$ cat src/rtl/cpu_state_dumper_pkg.sv
// Shared definitions for the CPU state dumper: FSM state encoding, beat tags
// and a helper that tells which states freeze the CPU.
package dbg_pkg;

   typedef enum logic [2:0] {
      IDLE    = 3'd0,
      REG_LD  = 3'd1,
      REG_OUT = 3'd2,
      MEM_AD  = 3'd3,
      MEM_LD  = 3'd4,
      MEM_OUT = 3'd5,
      DONE    = 3'd6
   } dump_state_e;

   // Tag carried on dump_is_mem: which address space a beat came from.
   localparam logic DUMP_TAG_REG = 1'b0;
   localparam logic DUMP_TAG_MEM = 1'b1;

   // States during which the CPU is frozen and busy is reported.
   function automatic logic is_dump_state(dump_state_e s);
      return (s == REG_LD)  || (s == REG_OUT) || (s == MEM_AD) ||
             (s == MEM_LD)  || (s == MEM_OUT);
   endfunction

endpackage

$ cat src/rtl/cpu_state_dumper_if.sv
// Dump stream port: one tagged beat (register or DMEM word) per valid/ready
// handshake. The dumper drives the master side, the trace/UART sink the slave.
interface cpu_state_dumper_if #(
   parameter int DATA_WIDTH = 16,
   parameter int IDX_W      = 4
);

   logic                  dump_valid;
   logic                  dump_ready;
   logic                  dump_is_mem;
   logic [IDX_W-1:0]      dump_idx;
   logic [DATA_WIDTH-1:0] dump_data;

   modport master (
      output dump_valid,
      output dump_is_mem,
      output dump_idx,
      output dump_data,
      input  dump_ready
   );

   modport slave (
      input  dump_valid,
      input  dump_is_mem,
      input  dump_idx,
      input  dump_data,
      output dump_ready
   );

endinterface

$ cat src/rtl/cpu_state_dumper.sv
// CPU state dumper. On a manual start pulse or a PC breakpoint hit (sampled
// only while idle) it freezes the CPU, reads every register through the
// combinational regfile debug port, then every DMEM word through the
// synchronous DMEM debug port, and presents each word as a tagged beat on the
// dump stream. A one-cycle done pulse follows acceptance of the last beat.
module cpu_state_dumper
   import dbg_pkg::*;
#(
   parameter  int WIDTH      = 12,
   parameter  int DATA_WIDTH = 16,
   parameter  int NUM_REGS   = 8,
   parameter  int MEM_DEPTH  = 16,
   localparam int REG_AW     = $clog2(NUM_REGS),
   localparam int MEM_AW     = $clog2(MEM_DEPTH),
   localparam int IDX_W      = MEM_AW
) (
   input  logic                  clk,
   input  logic                  reset,      // asynchronous, active-low
   input  logic                  start,
   input  logic [WIDTH-1:0]      pc,
   input  logic                  bp_en,
   input  logic [WIDTH-1:0]      bp_pc,
   output logic [REG_AW-1:0]     rf_raddr,
   input  logic [DATA_WIDTH-1:0] rf_rdata,
   output logic [MEM_AW-1:0]     mem_raddr,
   input  logic [DATA_WIDTH-1:0] mem_rdata,
   output logic                  cpu_stall,
   cpu_state_dumper_if.master    dump,
   output logic                  busy,
   output logic                  done
);

   // Terminal indices; compared before incrementing so idx never wraps.
   localparam logic [IDX_W-1:0] LAST_REG = IDX_W'(NUM_REGS - 1);
   localparam logic [IDX_W-1:0] LAST_MEM = IDX_W'(MEM_DEPTH - 1);

   dump_state_e           state_q,    state_d;
   logic [IDX_W-1:0]      idx_q,      idx_d;
   logic                  valid_q,    valid_d;
   logic                  is_mem_q,   is_mem_d;
   logic [IDX_W-1:0]      beat_idx_q, beat_idx_d;
   logic [DATA_WIDTH-1:0] data_q,     data_d;
   logic                  busy_q,     busy_d;
   logic                  done_q,     done_d;

   logic trigger;
   logic handshake;

   // Manual start or breakpoint hit; only acted upon in IDLE.
   assign trigger   = start | (bp_en & (pc == bp_pc));
   assign handshake = valid_q & dump.dump_ready;

   // Next-state, index and beat-register logic.
   // NOTE: every variable gets its hold value first so no path leaves one unassigned (no latches).
   always_comb begin
      state_d    = state_q;
      idx_d      = idx_q;
      valid_d    = valid_q;
      is_mem_d   = is_mem_q;
      beat_idx_d = beat_idx_q;
      data_d     = data_q;
      done_d     = 1'b0;

      unique case (state_q)
         IDLE: begin
            if (trigger) begin
               idx_d   = '0;
               state_d = REG_LD;
            end
         end

         // Register read is combinational: capture in the same cycle.
         REG_LD: begin
            valid_d    = 1'b1;
            is_mem_d   = DUMP_TAG_REG;
            beat_idx_d = idx_q;
            data_d     = rf_rdata;
            state_d    = REG_OUT;
         end

         REG_OUT: begin
            if (handshake) begin
               valid_d = 1'b0;
               if (idx_q == LAST_REG) begin
                  idx_d   = '0;
                  state_d = MEM_AD;
               end else begin
                  idx_d   = idx_q + 1'b1;
                  state_d = REG_LD;
               end
            end
         end

         // DMEM read is synchronous: address now, data next cycle.
         MEM_AD: state_d = MEM_LD;

         MEM_LD: begin
            valid_d    = 1'b1;
            is_mem_d   = DUMP_TAG_MEM;
            beat_idx_d = idx_q;
            data_d     = mem_rdata;
            state_d    = MEM_OUT;
         end

         MEM_OUT: begin
            if (handshake) begin
               valid_d = 1'b0;
               if (idx_q == LAST_MEM) begin
                  idx_d   = '0;
                  done_d  = 1'b1;
                  state_d = DONE;
               end else begin
                  idx_d   = idx_q + 1'b1;
                  state_d = MEM_AD;
               end
            end
         end

         DONE: state_d = IDLE;

         default: begin
            idx_d   = '0;
            valid_d = 1'b0;
            state_d = IDLE;
         end
      endcase

      // Stall/busy are registered copies of "next state is a dump state".
      busy_d = is_dump_state(state_d);
   end

   // State, index, beat and status registers; reset aborts any dump silently.
   // NOTE: sequential state uses non-blocking assignments so all flops update from pre-edge values.
   always_ff @(posedge clk or negedge reset) begin
      if (!reset) begin
         state_q    <= IDLE;
         idx_q      <= '0;
         valid_q    <= 1'b0;
         is_mem_q   <= 1'b0;
         beat_idx_q <= '0;
         data_q     <= '0;
         busy_q     <= 1'b0;
         done_q     <= 1'b0;
      end else begin
         state_q    <= state_d;
         idx_q      <= idx_d;
         valid_q    <= valid_d;
         is_mem_q   <= is_mem_d;
         beat_idx_q <= beat_idx_d;
         data_q     <= data_d;
         busy_q     <= busy_d;
         done_q     <= done_d;
      end
   end

   // Debug read addresses are driven only while their read is in flight.
   assign rf_raddr  = (state_q == REG_LD) ? idx_q[REG_AW-1:0] : '0;
   assign mem_raddr = ((state_q == MEM_AD) || (state_q == MEM_LD)) ? idx_q[MEM_AW-1:0] : '0;

   assign cpu_stall = busy_q;
   assign busy      = busy_q;
   assign done      = done_q;

   assign dump.dump_valid  = valid_q;
   assign dump.dump_is_mem = is_mem_q;
   assign dump.dump_idx    = beat_idx_q;
   assign dump.dump_data   = data_q;

endmodule

$ cat src/flat_wrapper.sv
// flat-port wrapper written by rule: the top's interface ports become plain ports
module cpu_state_dumper_flat import dbg_pkg::*;
#(
   parameter  int WIDTH      = 12,
   parameter  int DATA_WIDTH = 16,
   parameter  int NUM_REGS   = 8,
   parameter  int MEM_DEPTH  = 16,
   localparam int REG_AW     = $clog2(NUM_REGS),
   localparam int MEM_AW     = $clog2(MEM_DEPTH),
   localparam int IDX_W      = MEM_AW
)
  (clk, reset, start, pc, bp_en, bp_pc, rf_raddr, rf_rdata, mem_raddr, mem_rdata, cpu_stall, busy, done, dump_dump_valid, dump_dump_is_mem, dump_dump_idx, dump_dump_data, dump_dump_ready);
  cpu_state_dumper_if #(.DATA_WIDTH(DATA_WIDTH), .IDX_W(4)) dump_i ();
  input  logic clk;
  input  logic reset;
  input  logic start;
  input  logic [WIDTH-1:0] pc;
  input  logic bp_en;
  input  logic [WIDTH-1:0] bp_pc;
  output logic [REG_AW-1:0] rf_raddr;
  input  logic [DATA_WIDTH-1:0] rf_rdata;
  output logic [MEM_AW-1:0] mem_raddr;
  input  logic [DATA_WIDTH-1:0] mem_rdata;
  output logic cpu_stall;
  output logic busy;
  output logic done;
  output wire logic [$bits(dump_i.dump_valid)-1:0] dump_dump_valid;
  output wire logic [$bits(dump_i.dump_is_mem)-1:0] dump_dump_is_mem;
  output wire logic [$bits(dump_i.dump_idx)-1:0] dump_dump_idx;
  output wire logic [$bits(dump_i.dump_data)-1:0] dump_dump_data;
  input wire logic [$bits(dump_i.dump_ready)-1:0] dump_dump_ready;
  assign dump_dump_valid = dump_i.dump_valid;
  assign dump_dump_is_mem = dump_i.dump_is_mem;
  assign dump_dump_idx = dump_i.dump_idx;
  assign dump_dump_data = dump_i.dump_data;
  assign dump_i.dump_ready = dump_dump_ready;
  cpu_state_dumper #(.WIDTH(WIDTH), .DATA_WIDTH(DATA_WIDTH), .NUM_REGS(NUM_REGS), .MEM_DEPTH(MEM_DEPTH)) u_core (.clk(clk), .reset(reset), .start(start), .pc(pc), .bp_en(bp_en), .bp_pc(bp_pc), .rf_raddr(rf_raddr), .rf_rdata(rf_rdata), .mem_raddr(mem_raddr), .mem_rdata(mem_rdata), .cpu_stall(cpu_stall), .dump(dump_i), .busy(busy), .done(done));
endmodule
$ cat config.mk
export PLATFORM = sky130hd
export DESIGN_NAME = cpu_state_dumper_flat
export DESIGN_NICKNAME = d
export VERILOG_FILES = /design/src/rtl/cpu_state_dumper_pkg.sv /design/src/rtl/cpu_state_dumper_if.sv /design/src/rtl/cpu_state_dumper.sv /design/src/flat_wrapper.sv
export SDC_FILE = /design/constraint.sdc
export NUM_CORES = 1
export LEC_CHECK = 0
export ABC_AREA = 1
export CORE_UTILIZATION = 40
export DETAILED_ROUTE_END_ITERATION = 10
export MAX_ROUTING_LAYER = met4
export PLACE_DENSITY = 0.81
export RECOVER_POWER = 100
export SKIP_LAST_GASP = 1
export SYNTH_ARGS = -nofsm -noshare
export SYNTH_HDL_FRONTEND = slang
export SYNTH_SLANG_ARGS = --single-unit
export TNS_END_PERCENT = 10
$ cat constraint.sdc
create_clock -name clk -period 1.6 [get_ports clk]
set_input_delay 0.16 -clock clk [delete_from_list [all_inputs] [get_ports clk]]
set_output_delay 0.16 -clock clk [all_outputs]
set_load 0.01 [all_outputs]
==> reports/results.txt, run 1 <==
Fmax: 541 MHz
Post-synth cell types: 28
Post-synthesis cell count: 249
Worst-path clk slew: 0.07 ns
Inst Count DP: 394
Final WS setup: -0.250 ns
Vias per cell: 4.73
Pwr Density: 1480 mW/mm2
RSZ-0062 raised after global routing: yes
Antenna Cells: 0
Final setup vio count: 5
FF+latch count, synth: 31
CP peak stage delay: 0.54 ns
Die width: 68.8 um
Share of cells above drive strength 1: 8.55%
Die ar.: 0.00474 mm2
Final Hold Fails: 0
Clk sink count: 31
RePlAce Congestion: 0.872
H-Tree Depth: 2
Post-DP Area: 0.00280 mm2
Worst slew pin tran: 0.774 ns
Leak Pwr: 0.00137 uW
Synth Area in Adders: 0.700%
Post-synthesis sequential area ratio: 43.4%
Crit Path Max Fanout: 5
Rel. slew slack: 48.4%
CTS Buf Count: 5
Global-route wire length before repair: 7980 um
HP Class: primary input to flop
Period utilisation layout: 116%
Tot Pwr: 4240 uW
WS Path Type: flop to primary output
IO Pins: 93
Util after Layout: 69.1%
Max VDD drop: 0.00113 V
Crit end category: primary output
Setup TNS: -0.285 ns
CP Launch Type: flop
Hpwl dp: 3870 um
Failing checks: negative setup slack
Final cell count without fillers: 401
Vias: 1898
Status: finished with violations
Initial antenna violation count: 0
TritonCTS clock tree: built
Initial Util: 43.1%
Die span in y: 68.8 um
Core area: 0.00414 mm2
Routed Antenna Nets: 0
Clk buf depth: 2
Skew final: 0.00792 ns
Max-Cap Viols: 0
Slowest stage cell, crit path: clkdlybuf4s50_1
Post-route cell area: 0.00287 mm2
Wire length per cell: 12.2 um
Clock root buffer master: clkbuf_8
DRC violation count after routing: 0
# rows: 23
Total GRT Usage: 23.5%
Synthesis-to-layout area growth: 60.4%
Mux contribution to synthesized area: 0%
Combinational family with the most area after synthesis: simple AND/OR/NAND/NOR gates
Nets: 414
Initial drt markers: 142
TritonRoute pass-1 iters: 4
WP data required: 1.44 ns
Port Buffer Count: 92
Clk Latency, worst-skew pair: 0.28 ns
Largest net degree at the start of global routing: 32
Final Max Tran Viols: 0
Simple logic cell fraction of the synthesized area: 32.0%
Critical path, cell by cell: inv_2 > nand3_2 > nor2_1 > clkdlybuf4s50_1
Syn avg cell area: 7.18 um2
Hold_buf cts: 0
Area share of xor/xnor cells in the synthesized design: 1.47%
Total grt overflow: 0
Period minus WS final: 1.85 ns
YS warnings: 0
Area of the mapped netlist: 0.00179 mm2
Worst path arrival time: 1.69 ns
Post-synthesis compound-gate area fraction: 13.4%
Syn_nets: 311
Vias in the first global route: 1788
Total Wirelength: 4890 um
==> report_power, final <==
part	switching [uW]	internal (uW)
Clock	271	289
Sequential	184	1120
Combinational	1300	1070
==> flip-flops by register name (all words and copies together), names as in the netlist <==
signal                   cells
u_core.busy                  1
u_core.idx_q                 4
u_core.dump.dump_valid       1
u_core.dump.dump_data       16
u_core.dump.dump_idx         4
u_core.done                  1
u_core.state_q               3
u_core.dump.dump_is_mem      1
==> worst max-delay path: cells and delay by family, from the launching register on <==
family	cells	cell delay, ns
and+or+nand+nor	2	0.27
DFF	1	0.44
buffers and inverters	2	0.69
==> area by class of cell <==
cell class	count	area, um2
fillers	358	1280
repair buffers	102	973
multi-input cells	180	861
flip-flops and latches	31	776
inverters	32	120
clock buffers	6	72.6
well taps	50	62.6
==> metal layers <==
layer,routed length [um],GRT usage (%),up-vias
li1,-,-,981
met1,2150,29.9,863
met2,2510,38.5,50
met3,181,2.96,4
met4,46,7.91,0
met5,0,-,-
==> kinds of logic after synthesis <==
| group | after synthesis |
|---|---|
| buffers and inverters | 38 |
| DFF | 31 |
| adders and majority gates | 1 |
| and+or+nand+nor | 130 |
| xor gates and xnor gates | 3 |
| AOI/OAI and AO/OA | 46 |
==> repair_timing <==
item / CTS / global route
resized for setup: 6 / 2
buffers inserted: 1 / 0
endpoints found under the setup margin: 7 / 22
==> Yosys cell counts <==
library cell	count	area, um2
o21ai_1	5	25.0
xnor2_1	2	17.5
nand2_4	3	33.8
dfrtp_1	31	776
nor2_8	1	20.0
o21bai_1	1	7.51
buf_2	4	20.0
inv_4	1	6.26
nand3_4	1	17.5
inv_2	4	15.0
a21oi_1	17	85.1
nand3b_1	1	7.51
o211ai_1	1	7.51
buf_6	1	11.3
nor3_2	1	10.0
ha_1	1	12.5
nor3_1	2	10.0
buf_4	1	7.51
nand2_1	70	263
inv_1	27	101
nor2_2	1	6.26
a21oi_2	1	8.76
nor2_1	43	161
o21ai_0	21	105
nor2_4	1	11.3
nand3_1	5	25.0
nor4_1	1	6.26
xor2_1	1	8.76
==> final timing paths <==
kind	start	endpoint	slack, ns	cells past startpoint
max in group asynchronous	reset	u_core.dump.dump_data[8]$_DFFE_PN0P_	0.63	2
setup reg to reg	u_core.state_q[0]$_DFF_PN0_	u_core.idx_q[3]$_DFFE_PN0P_	0	11
hold / removal	mem_rdata[14]	u_core.dump.dump_data[14]$_DFFE_PN0P_	0.43	3
setup / recovery	u_core.state_q[2]$_DFF_PN0_	rf_raddr[0]	-0.25	4
hold reg to reg	u_core.dump.dump_idx[0]$_DFFE_PN0P_	u_core.dump.dump_idx[0]$_DFFE_PN0P_	0.49	2
min in group asynchronous	reset	u_core.dump.dump_valid$_DFFE_PN0P_	0.48	2
==> per-stage QoR <==
| stage | hold WS (ns) | worst slack, ns |
|---|---|---|
| 2_1_floorplan | -0.136 | 0.281 |
| 3_3_place_gp | 0.468 | 0.0380 |
| 3_5_place_dp | 0.483 | -0.00501 |
| 4_1_cts | 0.284 | -0.262 |
| 5_1_grt | 0.437 | -0.335 |
| 6_report | 0.426 | -0.250 |
==> layout by cell type (no fill, tap or decap), drive strengths merged <==
| cell type | n |
|---|---|
| a21oi | 18 |
| buf | 7 |
| clkbuf | 11 |
| clkdlybuf4s50 | 60 |
| dfrtp | 31 |
| dlygate4sd2 | 4 |
| dlygate4sd3 | 26 |
| ha | 1 |
| inv | 32 |
| nand2 | 73 |
| nand3 | 6 |
| nand3b | 1 |
| nor2 | 46 |
| nor3 | 3 |
| nor4 | 1 |
| o211ai | 1 |
| o21ai | 26 |
| o21bai | 1 |
| xnor2 | 2 |
| xor2 | 1 |
No activity file was read; power rests on OpenSTA's default activity.
==> run 2: changes to the inputs <==
Settings changed: SETUP_SLACK_MARGIN set to 0.05.
==> run 2 against run 1 <==
Effect of this change: the run still ends with negative setup slack left; global-route usage rose by 0.32 points; first-iteration DRC count shrank 25%; worst hold slack got worse by 0.0021 ns; clock skew down 0.0018 ns; setup slack better by 0.14 ns; maximum frequency increased by 8.0%; critical path depth rose by 2; sequential share of layout area down 0.14 points; sequential power about the same; register-to-register slack hardly changed; critical path type unchanged; critical endpoint is now mem_raddr[2].
==> reports/results.txt, run 2 (synthesis results as in run 1) <==
Max VDD drop: 0.00113 V
CTS Buf Count: 5
Nets: 417
Period utilisation layout: 107%
Worst-path clk slew: 0.06 ns
Core area: 0.00414 mm2
Die width: 68.8 um
Pwr Density: 1480 mW/mm2
Tot Pwr: 4270 uW
Leak Pwr: 0.00138 uW
RSZ-0062 raised after global routing: yes
TritonCTS clock tree: built
Clk Latency, worst-skew pair: 0.28 ns
Wire length per cell: 12.3 um
Largest net degree at the start of global routing: 32
Commonest non-fill, non-tap cell in the layout: nand2_1
Worst slew pin tran: 0.776 ns
Critical Path Start: u_core.state_q[1]$_DFF_PN0_
Hpwl dp: 3870 um
Period minus WS final: 1.71 ns
Die span in y: 68.8 um
Setup TNS: -0.317 ns
Clock root buffer master: clkbuf_8
WP data required: 1.44 ns
Commonest cells after routing, fill and taps aside: nand2_1 (70), clkdlybuf4s50_1 (59), nor2_1 (43)
WS Path Type: flop to primary output
Hold_buf cts: 0
Fmax: 584 MHz
Status: finished with violations
Vias: 1920
CP Launch Type: flop
Total GRT Usage: 23.8%
Reg2Reg Launch Point: u_core.state_q[1]$_DFF_PN0_
Port Buffer Count: 92
Vias per cell: 4.75
Initial Util: 43.1%
Routed Antenna Nets: 0
Total Wirelength: 4970 um
Flip-flop count of the largest register after layout: 16
Worst path arrival time: 1.55 ns
Total grt overflow: 0
Die ar.: 0.00474 mm2
Global-route wire length before repair: 8090 um
TritonRoute pass-1 iters: 4
Util after Layout: 69.5%
H-Tree Depth: 2
Rel. slew slack: 48.3%
Critical hold path startpoint: mem_rdata[14]
Initial drt markers: 106
Failing checks: negative setup slack
Final Max Tran Viols: 0
Clk sink count: 31
Final setup vio count: 4
Final WS setup: -0.113 ns
Vias in the first global route: 1795
Initial antenna violation count: 0
Antenna Cells: 0
DRC violation count after routing: 0
Skew final: 0.00607 ns
RePlAce Congestion: 0.872
Max-Cap Viols: 0
Post-place setup slack: -0.00501 ns
Crit end category: primary output
Share of cells above drive strength 1: 9.04%
IO Pins: 93
Crit Path Max Fanout: 5
Synthesis-to-layout area growth: 61.2%
Final Hold Fails: 0
# rows: 23
Clk buf depth: 2
HP Class: primary input to flop
## run 2: changes by cell type in the layout (fill, tap and decap cells not counted), sizes merged
| cell | delta |
|---|---|
| buf | +3 |
| clkdlybuf4s50 | -1 |
| dlygate4sd2 | +1 |
## run 2: through the flow
stage          std cells  hold WS [ns]  area, um2
2_1_floorplan        249        -0.136       1790
3_3_place_gp         394         0.468       2800
3_5_place_dp         394         0.483       2800
4_1_cts              404         0.284       2910
5_1_grt              404         0.437       2880
6_report             404         0.424       2880
## run 2: final timing paths
path                                                               to  slack, ns  cells past startpoint
worst min-delay path            u_core.dump.dump_data[14]$_DFFE_PN0P_       0.42                      3
max in group asynchronous        u_core.dump.dump_data[8]$_DFFE_PN0P_       0.62                      2
worst max register to register   u_core.dump.dump_data[9]$_DFFE_PN0P_          0                      9
worst min register to register    u_core.dump.dump_idx[0]$_DFFE_PN0P_       0.49                      2
worst max-delay path                                     mem_raddr[2]      -0.11                      6
min in group asynchronous       u_core.dump.dump_data[14]$_DFFE_PN0P_       0.48                      2
## run 2: final cells by class
| type | count | area [um2] |
|---|---|---|
| fillers | 355 | 1260 |
| inverters | 32 | 123 |
| clock buffers | 6 | 72.6 |
| multi-input cells | 180 | 856 |
| well taps | 50 | 62.6 |
| flip-flops and latches | 31 | 776 |
| repair buffers | 105 | 991 |
## run 2: report_power, final
group	internal [uW]	switching [uW]
Combinational	1090	1330
Sequential	1120	177
Clock	289	269
Total	2500	1770
## run 2: layer usage
metal,vias up,global-route usage (%),routed length [um]
met2,50,39.2,2530
li1,987,-,-
met3,4,2.96,172
met4,0,7.91,45
met1,879,30.3,2220
met5,-,-,0
## run 2: timing repair
action	4_1_cts	5_1_grt
pin swaps	0	0
buffers inserted	4	0
endpoints found under the setup margin	22	28
gates resized for setup	7	2
## run 2: critical path, stage by stage (launching register included)
cell           delay (ns)
dfrtp_1              0.37
inv_2                0.05
buf_4                0.15
nor3_4               0.23
nor2_4               0.07
nor2_1               0.12
dlygate4sd2_1        0.28
